File: config.mk
export PLATFORM = sky130hd
export DESIGN_NAME = alu_issue_ctrl
export DESIGN_NICKNAME = d
export VERILOG_FILES = /design/src/rtl/alu_issue_ctrl_pkg.sv /design/src/rtl/alu_issue_ctrl_decode.sv /design/src/rtl/alu_issue_ctrl.sv
export SDC_FILE = /design/constraint.sdc
export NUM_CORES = 1
export LEC_CHECK = 0
export CAP_MARGIN = 20
export CORE_ASPECT_RATIO = 2
export CORE_MARGIN = 3
export CORE_UTILIZATION = 40
export DETAILED_ROUTE_END_ITERATION = 7
export PLACE_DENSITY = 0.71
export SKIP_CTS_REPAIR_TIMING = 1
export SLEW_MARGIN = 5
export SYNTH_ARGS = -nofsm -noshare
export SYNTH_HDL_FRONTEND = slang
export SYNTH_SLANG_ARGS = --single-unit
File: constraint.sdc
create_clock -name clk -period 7.35 [get_ports clk]
set_input_delay 1.8375 -clock clk [delete_from_list [all_inputs] [get_ports clk]]
set_output_delay 1.8375 -clock clk [all_outputs]
set_load 0.02 [all_outputs]
File: src/rtl/alu_issue_ctrl_pkg.sv
// Shared definitions for the ALU issue sequencer: op classes, ALU control
// codes, funct3 values, decode select types and the sequencer state type.
package alu_defs;

    typedef enum logic [2:0] {
        CLS_OP      = 3'd0,
        CLS_OP_IMM  = 3'd1,
        CLS_LUI     = 3'd2,
        CLS_AUIPC   = 3'd3,
        CLS_BRANCH  = 3'd4,
        CLS_JAL     = 3'd5,
        CLS_JALR    = 3'd6,
        CLS_ILLEGAL = 3'd7
    } op_cls_e;

    // ctr[3] selects the signed Less comparison in the ALU
    localparam logic [3:0] CTR_ADD   = 4'b0000;
    localparam logic [3:0] CTR_SUB   = 4'b1000;
    localparam logic [3:0] CTR_SLL   = 4'b0001;
    localparam logic [3:0] CTR_SLTU  = 4'b0010;
    localparam logic [3:0] CTR_SLT   = 4'b1010;
    localparam logic [3:0] CTR_PASSB = 4'b0011;
    localparam logic [3:0] CTR_XOR   = 4'b0100;
    localparam logic [3:0] CTR_SRL   = 4'b0101;
    localparam logic [3:0] CTR_SRA   = 4'b1101;
    localparam logic [3:0] CTR_OR    = 4'b0110;
    localparam logic [3:0] CTR_AND   = 4'b0111;

    localparam logic [2:0] F3_ADD  = 3'b000;
    localparam logic [2:0] F3_SLL  = 3'b001;
    localparam logic [2:0] F3_SLT  = 3'b010;
    localparam logic [2:0] F3_SLTU = 3'b011;
    localparam logic [2:0] F3_XOR  = 3'b100;
    localparam logic [2:0] F3_SR   = 3'b101;
    localparam logic [2:0] F3_OR   = 3'b110;
    localparam logic [2:0] F3_AND  = 3'b111;

    localparam logic [2:0] F3_BEQ  = 3'b000;
    localparam logic [2:0] F3_BNE  = 3'b001;
    localparam logic [2:0] F3_BLT  = 3'b100;
    localparam logic [2:0] F3_BGE  = 3'b101;
    localparam logic [2:0] F3_BLTU = 3'b110;
    localparam logic [2:0] F3_BGEU = 3'b111;

    typedef enum logic {A_RS1, A_PC} a_sel_e;
    typedef enum logic [1:0] {B_RS2, B_IMM, B_FOUR} b_sel_e;
    typedef enum logic [1:0] {FLOW_SEQ, FLOW_BRANCH, FLOW_JAL, FLOW_JALR} flow_e;
    typedef enum logic [1:0] {ST_IDLE, ST_EXEC, ST_DONE} state_e;

    // Register/immediate ALU op map; alt selects SUB at 000 and SRA at 101
    function automatic logic [3:0] alu_op_ctr(input logic [2:0] funct3, input logic alt);
        logic [3:0] ctr;
        case (funct3)
            F3_ADD:  ctr = alt ? CTR_SUB : CTR_ADD;
            F3_SLL:  ctr = CTR_SLL;
            F3_SLT:  ctr = CTR_SLT;
            F3_SLTU: ctr = CTR_SLTU;
            F3_XOR:  ctr = CTR_XOR;
            F3_SR:   ctr = alt ? CTR_SRA : CTR_SRL;
            F3_OR:   ctr = CTR_OR;
            default: ctr = CTR_AND;
        endcase
        return ctr;
    endfunction

endpackage

File: src/rtl/alu_issue_ctrl_decode.sv
// Combinational decode of op class / funct3 / bit 30 into ALU control,
// operand selects, control-flow kind, branch test and illegal flag.
module alu_ctr_decode
    import alu_defs::*;
(
    input  logic [2:0] cls_i,
    input  logic [2:0] funct3_i,
    input  logic       f7b5_i,
    output logic [3:0] ctr_o,
    output a_sel_e     a_sel_o,
    output b_sel_e     b_sel_o,
    output flow_e      flow_o,
    output logic       test_zero_o,
    output logic       test_inv_o,
    output logic       illegal_o
);

    // Per-class decode; illegal encodings leave flow sequential
    always_comb begin
        ctr_o       = CTR_ADD;
        a_sel_o     = A_RS1;
        b_sel_o     = B_RS2;
        flow_o      = FLOW_SEQ;
        test_zero_o = 1'b0;
        test_inv_o  = 1'b0;
        illegal_o   = 1'b0;
        case (op_cls_e'(cls_i))
            CLS_OP: begin
                ctr_o     = alu_op_ctr(funct3_i, f7b5_i);
                illegal_o = f7b5_i && (funct3_i != F3_ADD) && (funct3_i != F3_SR);
            end
            CLS_OP_IMM: begin
                b_sel_o = B_IMM;
                ctr_o   = alu_op_ctr(funct3_i, f7b5_i && (funct3_i == F3_SR));
            end
            CLS_LUI: begin
                b_sel_o = B_IMM;
                ctr_o   = CTR_PASSB;
            end
            CLS_AUIPC: begin
                a_sel_o = A_PC;
                b_sel_o = B_IMM;
            end
            CLS_BRANCH: begin
                flow_o     = FLOW_BRANCH;
                // BNE/BGE/BGEU are the odd funct3 values: invert the test
                test_inv_o = funct3_i[0];
                case (funct3_i)
                    F3_BEQ, F3_BNE: begin
                        ctr_o       = CTR_SUB;
                        test_zero_o = 1'b1;
                    end
                    F3_BLT, F3_BGE:   ctr_o = CTR_SLT;
                    F3_BLTU, F3_BGEU: ctr_o = CTR_SLTU;
                    default: begin
                        illegal_o = 1'b1;
                        flow_o    = FLOW_SEQ;
                    end
                endcase
            end
            CLS_JAL: begin
                a_sel_o = A_PC;
                b_sel_o = B_FOUR;
                flow_o  = FLOW_JAL;
            end
            CLS_JALR: begin
                a_sel_o = A_PC;
                b_sel_o = B_FOUR;
                flow_o  = FLOW_JALR;
            end
            default: illegal_o = 1'b1;
        endcase
    end

endmodule

File: src/rtl/alu_issue_ctrl.sv
// Execute-stage sequencer: accepts a decoded op, drives the external ALU from
// registered operands, captures its result and presents rd / next PC.
module alu_issue_ctrl
    import alu_defs::*;
(
    input  logic        clk,
    input  logic        rst,
    input  logic        in_valid,
    output logic        in_ready,
    input  logic [2:0]  in_cls,
    input  logic [2:0]  in_funct3,
    input  logic        in_f7b5,
    input  logic [31:0] in_rs1,
    input  logic [31:0] in_rs2,
    input  logic [31:0] in_imm,
    input  logic [31:0] in_pc,
    output logic [31:0] alu_a,
    output logic [31:0] alu_b,
    output logic [3:0]  alu_ctr,
    input  logic [31:0] alu_out,
    input  logic        alu_less,
    input  logic        alu_zero,
    output logic        res_valid,
    input  logic        res_ready,
    output logic [31:0] res_data,
    output logic [31:0] res_next_pc,
    output logic        res_taken,
    output logic        res_illegal
);

    state_e      state_q, state_d;
    logic        accept;

    logic [3:0]  dec_ctr;
    a_sel_e      dec_a_sel;
    b_sel_e      dec_b_sel;
    flow_e       dec_flow;
    logic        dec_test_zero, dec_test_inv, dec_illegal;

    logic [31:0] opa_d, opb_d, target_sum, target_d, pc4_d;
    logic [31:0] alu_a_q, alu_b_q, target_q, pc4_q;
    logic [3:0]  alu_ctr_q;
    flow_e       flow_q;
    logic        test_zero_q, test_inv_q, illegal_q;

    logic [31:0] res_data_d, res_next_pc_d, res_data_q, res_next_pc_q;
    logic        res_taken_d, res_taken_q, res_illegal_q, cond;

    alu_ctr_decode u_decode (
        .cls_i       (in_cls),
        .funct3_i    (in_funct3),
        .f7b5_i      (in_f7b5),
        .ctr_o       (dec_ctr),
        .a_sel_o     (dec_a_sel),
        .b_sel_o     (dec_b_sel),
        .flow_o      (dec_flow),
        .test_zero_o (dec_test_zero),
        .test_inv_o  (dec_test_inv),
        .illegal_o   (dec_illegal)
    );

    // State register
    always_ff @(posedge clk or posedge rst) begin
        if (rst) state_q <= ST_IDLE;
        else     state_q <= state_d;
    end

    // Next-state: DONE with res_ready can take the next op straight into EXEC
    always_comb begin
        state_d = state_q;
        case (state_q)
            ST_IDLE: if (accept) state_d = ST_EXEC;
            ST_EXEC: state_d = ST_DONE;
            ST_DONE: if (res_ready) state_d = accept ? ST_EXEC : ST_IDLE;
            default: state_d = ST_IDLE;
        endcase
    end

    // Handshake outputs
    always_comb begin
        in_ready  = (state_q == ST_IDLE) || ((state_q == ST_DONE) && res_ready);
        res_valid = (state_q == ST_DONE);
        accept    = in_valid && in_ready;
    end

    // Operand selection and the dedicated target / pc+4 adders
    always_comb begin
        opa_d      = (dec_a_sel == A_PC) ? in_pc : in_rs1;
        case (dec_b_sel)
            B_IMM:   opb_d = in_imm;
            B_FOUR:  opb_d = 32'd4;
            default: opb_d = in_rs2;
        endcase
        target_sum = ((dec_flow == FLOW_JALR) ? in_rs1 : in_pc) + in_imm;
        target_d   = {target_sum[31:1], target_sum[0] & (dec_flow != FLOW_JALR)};
        pc4_d      = in_pc + 32'd4;
    end

    // Operand / control registers loaded on each accepted op
    always_ff @(posedge clk or posedge rst) begin
        if (rst) begin
            alu_a_q     <= '0;
            alu_b_q     <= '0;
            alu_ctr_q   <= CTR_ADD;
            target_q    <= '0;
            pc4_q       <= '0;
            flow_q      <= FLOW_SEQ;
            test_zero_q <= 1'b0;
            test_inv_q  <= 1'b0;
            illegal_q   <= 1'b0;
        end else if (accept) begin
            alu_a_q     <= opa_d;
            alu_b_q     <= opb_d;
            alu_ctr_q   <= dec_ctr;
            target_q    <= target_d;
            pc4_q       <= pc4_d;
            flow_q      <= dec_flow;
            test_zero_q <= dec_test_zero;
            test_inv_q  <= dec_test_inv;
            illegal_q   <= dec_illegal;
        end
    end

    // Result formation from the ALU response
    always_comb begin
        cond          = test_zero_q ? alu_zero : alu_less;
        res_taken_d   = !illegal_q && ((flow_q == FLOW_JAL) || (flow_q == FLOW_JALR) ||
                                       ((flow_q == FLOW_BRANCH) && (cond ^ test_inv_q)));
        res_data_d    = (illegal_q || (flow_q == FLOW_BRANCH)) ? '0 : alu_out;
        res_next_pc_d = res_taken_d ? target_q : pc4_q;
    end

    // Result capture; only EXEC writes, so results hold through DONE
    always_ff @(posedge clk or posedge rst) begin
        if (rst) begin
            res_data_q    <= '0;
            res_next_pc_q <= '0;
            res_taken_q   <= 1'b0;
            res_illegal_q <= 1'b0;
        end else if (state_q == ST_EXEC) begin
            res_data_q    <= res_data_d;
            res_next_pc_q <= res_next_pc_d;
            res_taken_q   <= res_taken_d;
            res_illegal_q <= illegal_q;
        end
    end

    assign alu_a       = alu_a_q;
    assign alu_b       = alu_b_q;
    assign alu_ctr     = alu_ctr_q;
    assign res_data    = res_data_q;
    assign res_next_pc = res_next_pc_q;
    assign res_taken   = res_taken_q;
    assign res_illegal = res_illegal_q;

endmodule

==> impl_metrics.yaml, run 1 <==
floorplanning:
  die_w_um: 124
  start_util: 0.407
  core_area_um2: 27500
  io_pins: 309
  row_count: 86
  dieArea_um2: 30200
  die_y_um: 243
power_and_ir_drop:
  power.share.clock: 0.248
  fin_total_pwr_mw: 4.70
  swShare: 0.353
  leakagePower_nw: 6.36
  netSwitchingPower_mw: 1.66
  peakVddDrop_v: 0.000177
  combinationalPowerShare: 0.389
  power_density_nw_per_um2: 306
  p_int_mw: 3.04
  seq_power_share: 0.363
clock_network:
  clk_pin_slew_ps: 60
  cts_max_level: 1
  cts_buffer_depth: 3
  clock_sinks: 205
  cts_root_buf: "clkbuf_16"
  tritoncts.num_buffers: 22
  clock_latency_ps: 520
  cts_tree: "built"
cells_and_area:
  fill_cells: 2534
  multiInputGateArea_um2: 5730
  register_area_um2: 5130
  num_antenna_cells: 0
  fin_area_um2: 15300
  drive_above_1_share: 0.0710
  syn_to_final_growth_pct: 36.6
  num-nets-final: 1660
timing:
  hold_ws_ps: 478
  period_share: 0.705
  final-max-slew-violation-count: 0
  finalCriticalPeriod_ps: 5180
  fin_skew_ps: 16.5
  final.setup.tns_ps: 0
  setup_viol: 0
  hold_viol_final: 0
  relSlewSlack: 0.341
  fmax_mhz: 193
  rsz0062_at_grt: "no"
  tightest_slew_ps: 988
detailed_routing:
  vias: 9992
  drt_iter0_markers: 515
  finalWirelength_um: 35000
  drt_drc_violations_left: 0
  avgViaCountPerCell: 5.50
  antenna_left: 0
  dr.pass1.iters: 5
  post_drt_wl_per_cell_um: 19.3
logic_synthesis:
  ys_seq_area_frac: 0.457
  async_reset_ff_frac: 1.00
  syn-num-nets: 1392
  yosysWarnings: 0
  synth.most_common_cell: "dfrtp_1"
  ys_ff_latch: 205
  synth_top_area_frac: 0.457
  netlist_top_cells_area: "dfrtp_1, mux2i_1, nand2_1, o21ai_0, ha_1"
  postSynthCellCount: 1183
  synth_edf_count: 0
  netlist_area_um2: 11200
  ys_types: 69
  syn_area_per_cell_um2: 9.49
  yosysTopAreaCell: "dfrtp_1"
  synthFlopType: "dfrtp_1"
  synth_common_cells: "dfrtp_1, nand2_1, o21ai_0"
critical_path:
  critPathCaptureType: "primary output"
  worstPathRequired_ps: 5510
  start_kind: "input pin"
  crit_arrival_ps: 3340
  path_class: "input pin to primary output"
  path_max_fanout: 2
outcome:
  status: "finished, final reports clean"
place:
  place.gp.congestion: 0.888
  portBuffers: 308
  dpl.hpwl_um: 26200
  dpl-instance-area_um2: 14600
global_route:
  grt_max_degree: 107
  antenna_found_initial: 0
  grt.total_usage: 0.223
  grt_pass1_vias: 10300
  grt_pass1_wl_um: 55300
  grt_overflow_total: 0
flow_run:
  max-cap-violations: 0
hold_path:
  hold_path.class: "register to register"
-- routing by layer --
layer  global-route usage  part of all wire
met5                    0                 0
met2                0.417              0.53
met3               0.0266             0.044
met1                0.256              0.39
met4               0.0897             0.038
-- final cells by class --
class,instances,area share
clock inverters,6,0.00563
well taps,352,0.0287
repair buffers,321,0.208
inverters,21,0.00547
clock buffers,32,0.0437
multi-input cells,880,0.374
flip-flops and latches,205,0.335
-- worst max-delay path, stage by stage --
cell and delay (ps):
clkdlybuf4s50_1 470, inv_1 60, a21oi_1 290, clkdlybuf4s50_1 680
-- through the flow --
step,utilization,setup slack [ps],std cells
final,0.556,2170,1817
after floorplan,-,2440,1183
after detailed placement,0.529,1690,1779
after global routing,0.556,1930,1817
after global placement,0.529,1750,1779
after CTS,0.556,2160,1817
-- cells by family after synthesis --
logic type	synth area share
fa+ha+maj	0.0408
xor+xnor	0.0351
simple gates	0.138
mux	0.0948
compound gates	0.198
buf+inv	0.0362
flops	0.457
-- path summary, 6_finish.rpt --
check | cells after the start | endpoint | start | slack [ps]
max in group asynchronous | 4 | target_q[6] | rst | 4140
setup / recovery | 4 | in_ready | res_ready | 2170
hold reg to reg | 2 | res_next_pc[23] | res_next_pc[23] | 480
setup reg to reg | 7 | target_q[16] | state_q[0] | 4600
hold / removal | 2 | res_next_pc[23] | res_next_pc[23] | 480
min in group asynchronous | 2 | alu_a[2] | rst | 1680
-- power by group through the flow --
stage | Clock [mW] | Sequential, mW | Combinational [mW]
floorplan | 0 | 2.00 | 0.673
global placement | 0 | 1.71 | 1.81
detailed placement | 0 | 1.73 | 1.83
CTS | 1.20 | 1.71 | 1.84
global route | 1.24 | 1.75 | 1.97
finish | 1.17 | 1.71 | 1.83
-- layout by cell type (no fill, tap or decap), types with 5 or more instances in the layout --
| cell type | Yosys | routed |
|---|---|---|
| o21ai_0 | 94 | 94 |
| o21ai_1 | 23 | 22 |
| nand4_1 | 23 | 23 |
| nor2_1 | 79 | 78 |
| nor2b_1 | 6 | 5 |
| clkdlybuf4s50_1 | 0 | 308 |
| and3_1 | 6 | 6 |
| inv_1 | 20 | 19 |
| a22oi_1 | 35 | 35 |
| a21o_1 | 7 | 7 |
| o21a_1 | 12 | 12 |
| nand3_1 | 28 | 28 |
| xor2_1 | 20 | 20 |
| a21oi_1 | 82 | 82 |
| dfrtp_1 | 205 | 205 |
| nand2_1 | 174 | 173 |
| clkbuf_16 | 0 | 23 |
| nor3_1 | 14 | 13 |
| buf_4 | 3 | 12 |
| a31oi_1 | 6 | 6 |
| clkbuf_8 | 0 | 6 |
| mux2i_1 | 68 | 68 |
| mux2_2 | 34 | 34 |
| o31ai_1 | 11 | 11 |
| xnor2_1 | 25 | 25 |
| a22o_1 | 32 | 32 |
| ha_1 | 35 | 35 |
-- state kept, by name, summed over array words and instances (netlist names) --
name         count
alu_a           32
alu_b           32
alu_ctr          4
flow_q           2
illegal_q        1
pc4_q           32
res_data        32
res_illegal      1
res_next_pc     32
res_taken        1
state_q          2
target_q        32
test_inv_q       1
test_zero_q      1
No activity file was read; power rests on OpenSTA's default activity.
==> run 2: changes to the inputs <==
--- a/config.mk
+++ b/config.mk
@@ -10,7 +10,7 @@
 export CORE_MARGIN = 3
 export CORE_UTILIZATION = 40
 export DETAILED_ROUTE_END_ITERATION = 7
-export PLACE_DENSITY = 0.71
+export PLACE_DENSITY = 0.68
 export SKIP_CTS_REPAIR_TIMING = 1
 export SLEW_MARGIN = 5
 export SYNTH_ARGS = -nofsm -noshare
==> constraint.sdc (replaced) <==
create_clock -name clk -period 4.98 [get_ports clk]
set_input_delay 1.245 -clock clk [delete_from_list [all_inputs] [get_ports clk]]
set_output_delay 1.245 -clock clk [all_outputs]
set_load 0.02 [all_outputs]
==> run 2 against run 1 <==
  * Cell count is 0.61% higher
  * Global-route usage is 0.53 points higher
  * Utilization is 0.39 points higher
  * Clock power is 44% higher
  * Critical endpoint is now target_q[28]
  * Power is 47% higher
==> impl_metrics.yaml, run 2 (same netlist as run 1, synthesis figures left out) <==
critical_path:
  r2r_cells: 7
  path_class: "input pin to register"
  crit_arrival_ps: 4790
  worstPathRequired_ps: 5440
  critPathCaptureType: "register"
  start_kind: "input pin"
  path_max_fanout: 32
timing:
  fmax_mhz: 231
  fin_skew_ps: 10.3
  relSlewSlack: 0.346
  final-max-slew-violation-count: 0
  period_share: 0.870
  final.setup.tns_ps: 0
  hold_viol_final: 0
  finalCriticalPeriod_ps: 4330
  tightest_slew_ps: 981
  rsz0062_at_grt: "no"
  setup_viol: 0
  hold_ws_ps: 474
detailed_routing:
  post_drt_wl_per_cell_um: 19.3
  drt_iter0_markers: 532
  antenna_left: 0
  drt_drc_violations_left: 0
  finalWirelength_um: 35400
  avgViaCountPerCell: 5.43
  dr.pass1.iters: 6
  vias: 9925
cells_and_area:
  final_util: 0.560
  layout_common_cells: "clkdlybuf4s50_1, dfrtp_1, nand2_1, o21ai_0, a21oi_1"
  syn_to_final_growth_pct: 37.6
  register_area_um2: 5130
  drive_above_1_share: 0.0786
  fin_area_um2: 15400
  fill_cells: 2540
  final_common_cell: "clkdlybuf4s50_1"
  multiInputGateArea_um2: 5730
  num-nets-final: 1671
  num_antenna_cells: 0
global_route:
  grt_pass1_wl_um: 56200
  grt_overflow_total: 0
  grt.total_usage: 0.228
  grt_max_degree: 109
  grt_pass1_vias: 10300
  antenna_found_initial: 0
floorplanning:
  core_area_um2: 27500
  die_y_um: 243
  die_w_um: 124
  start_util: 0.407
  dieArea_um2: 30200
  row_count: 86
  io_pins: 309
hold_path:
  holdPathStages: 2
  hold_path.class: "register to register"
outcome:
  status: "finished, final reports clean"
power_and_ir_drop:
  power_density_nw_per_um2: 448
  power.share.clock: 0.244
  seq_power_share: 0.364
  combinationalPowerShare: 0.392
  peakVddDrop_v: 0.000309
  fin_total_pwr_mw: 6.92
  leakagePower_nw: 6.42
  netSwitchingPower_mw: 2.46
  swShare: 0.356
  p_int_mw: 4.46
clock_network:
  clock_sinks: 205
  cts_root_buf: "clkbuf_16"
  clock_latency_ps: 520
  cts_tree: "built"
  cts_buffer_depth: 3
  tritoncts.num_buffers: 21
  cts_max_level: 1
  clk_pin_slew_ps: 70
flow_run:
  max-cap-violations: 0
place:
  portBuffers: 308
  dpl-instance-area_um2: 14700
  dpl.hpwl_um: 26900
  place.gp.congestion: 0.919
==> run 2: cell count changes in the layout (fill, tap and decap cells not counted), sizes merged <==
cell,change
clkbuf,-5
bufinv,+1
clkinvlp,+1
inv,+1
buf,+12
clkinv,+1
==> run 2: area by class of cell <==
type	instances	area share
Inverter	21	0.00543
Sequential cell	205	0.332
Clock inverter	10	0.00875
Clock buffer	27	0.0381
Tap cell	352	0.0285
Timing Repair Buffer	333	0.216
Multi-Input combinational cell	880	0.371
==> run 2: worst max-delay path, stage by stage <==
cell and delay, ps:
clkdlybuf4s50_1 470, nand3b_1 290, buf_12 270, mux2_2 370, ha_1 470, nand4_1 230
a211oi_1 500, and2_1 210, a22oi_1 130, or4_1 500, nand3_1 80
==> run 2: worst paths after layout <==
path,slack [ps],startpoint,to
worst min register to register,470,pc4_q[0],pc4_q[0]
worst max-delay path,650,in_cls[0],target_q[28]
worst min-delay path,470,pc4_q[0],pc4_q[0]
worst max register to register,2720,state_q[0],target_q[24]
min in group asynchronous,1180,rst,res_next_pc[8]
max in group asynchronous,3040,rst,res_next_pc[29]
==> run 2: routing by layer <==
metal | up-vias | routed length (µm) | global-route usage
met4 | 0 | 1240 | 0.0826
met1 | 4715 | 13600 | 0.258
li1 | 4811 | - | -
met3 | 66 | 1330 | 0.0247
met5 | - | 0 | 0
met2 | 333 | 19200 | 0.437
==> run 2: power by group through the flow <==
stage | Clock [mW] | Sequential [mW] | Combinational (mW)
3_5_place_dp | 0 | 2.55 | 2.73
6_report | 1.69 | 2.52 | 2.71
5_1_grt | 1.78 | 2.59 | 2.93
2_1_floorplan | 0 | 2.95 | 0.994
3_3_place_gp | 0 | 2.52 | 2.71
4_1_cts | 1.74 | 2.52 | 2.75
==> run 2: through the flow <==
step / worst slack (ps) / instances
2_1_floorplan: 662 / 1183
3_3_place_gp: 140 / 1791
3_5_place_dp: 81.6 / 1791
4_1_cts: 643 / 1828
5_1_grt: 530 / 1828
6_report: 649 / 1828
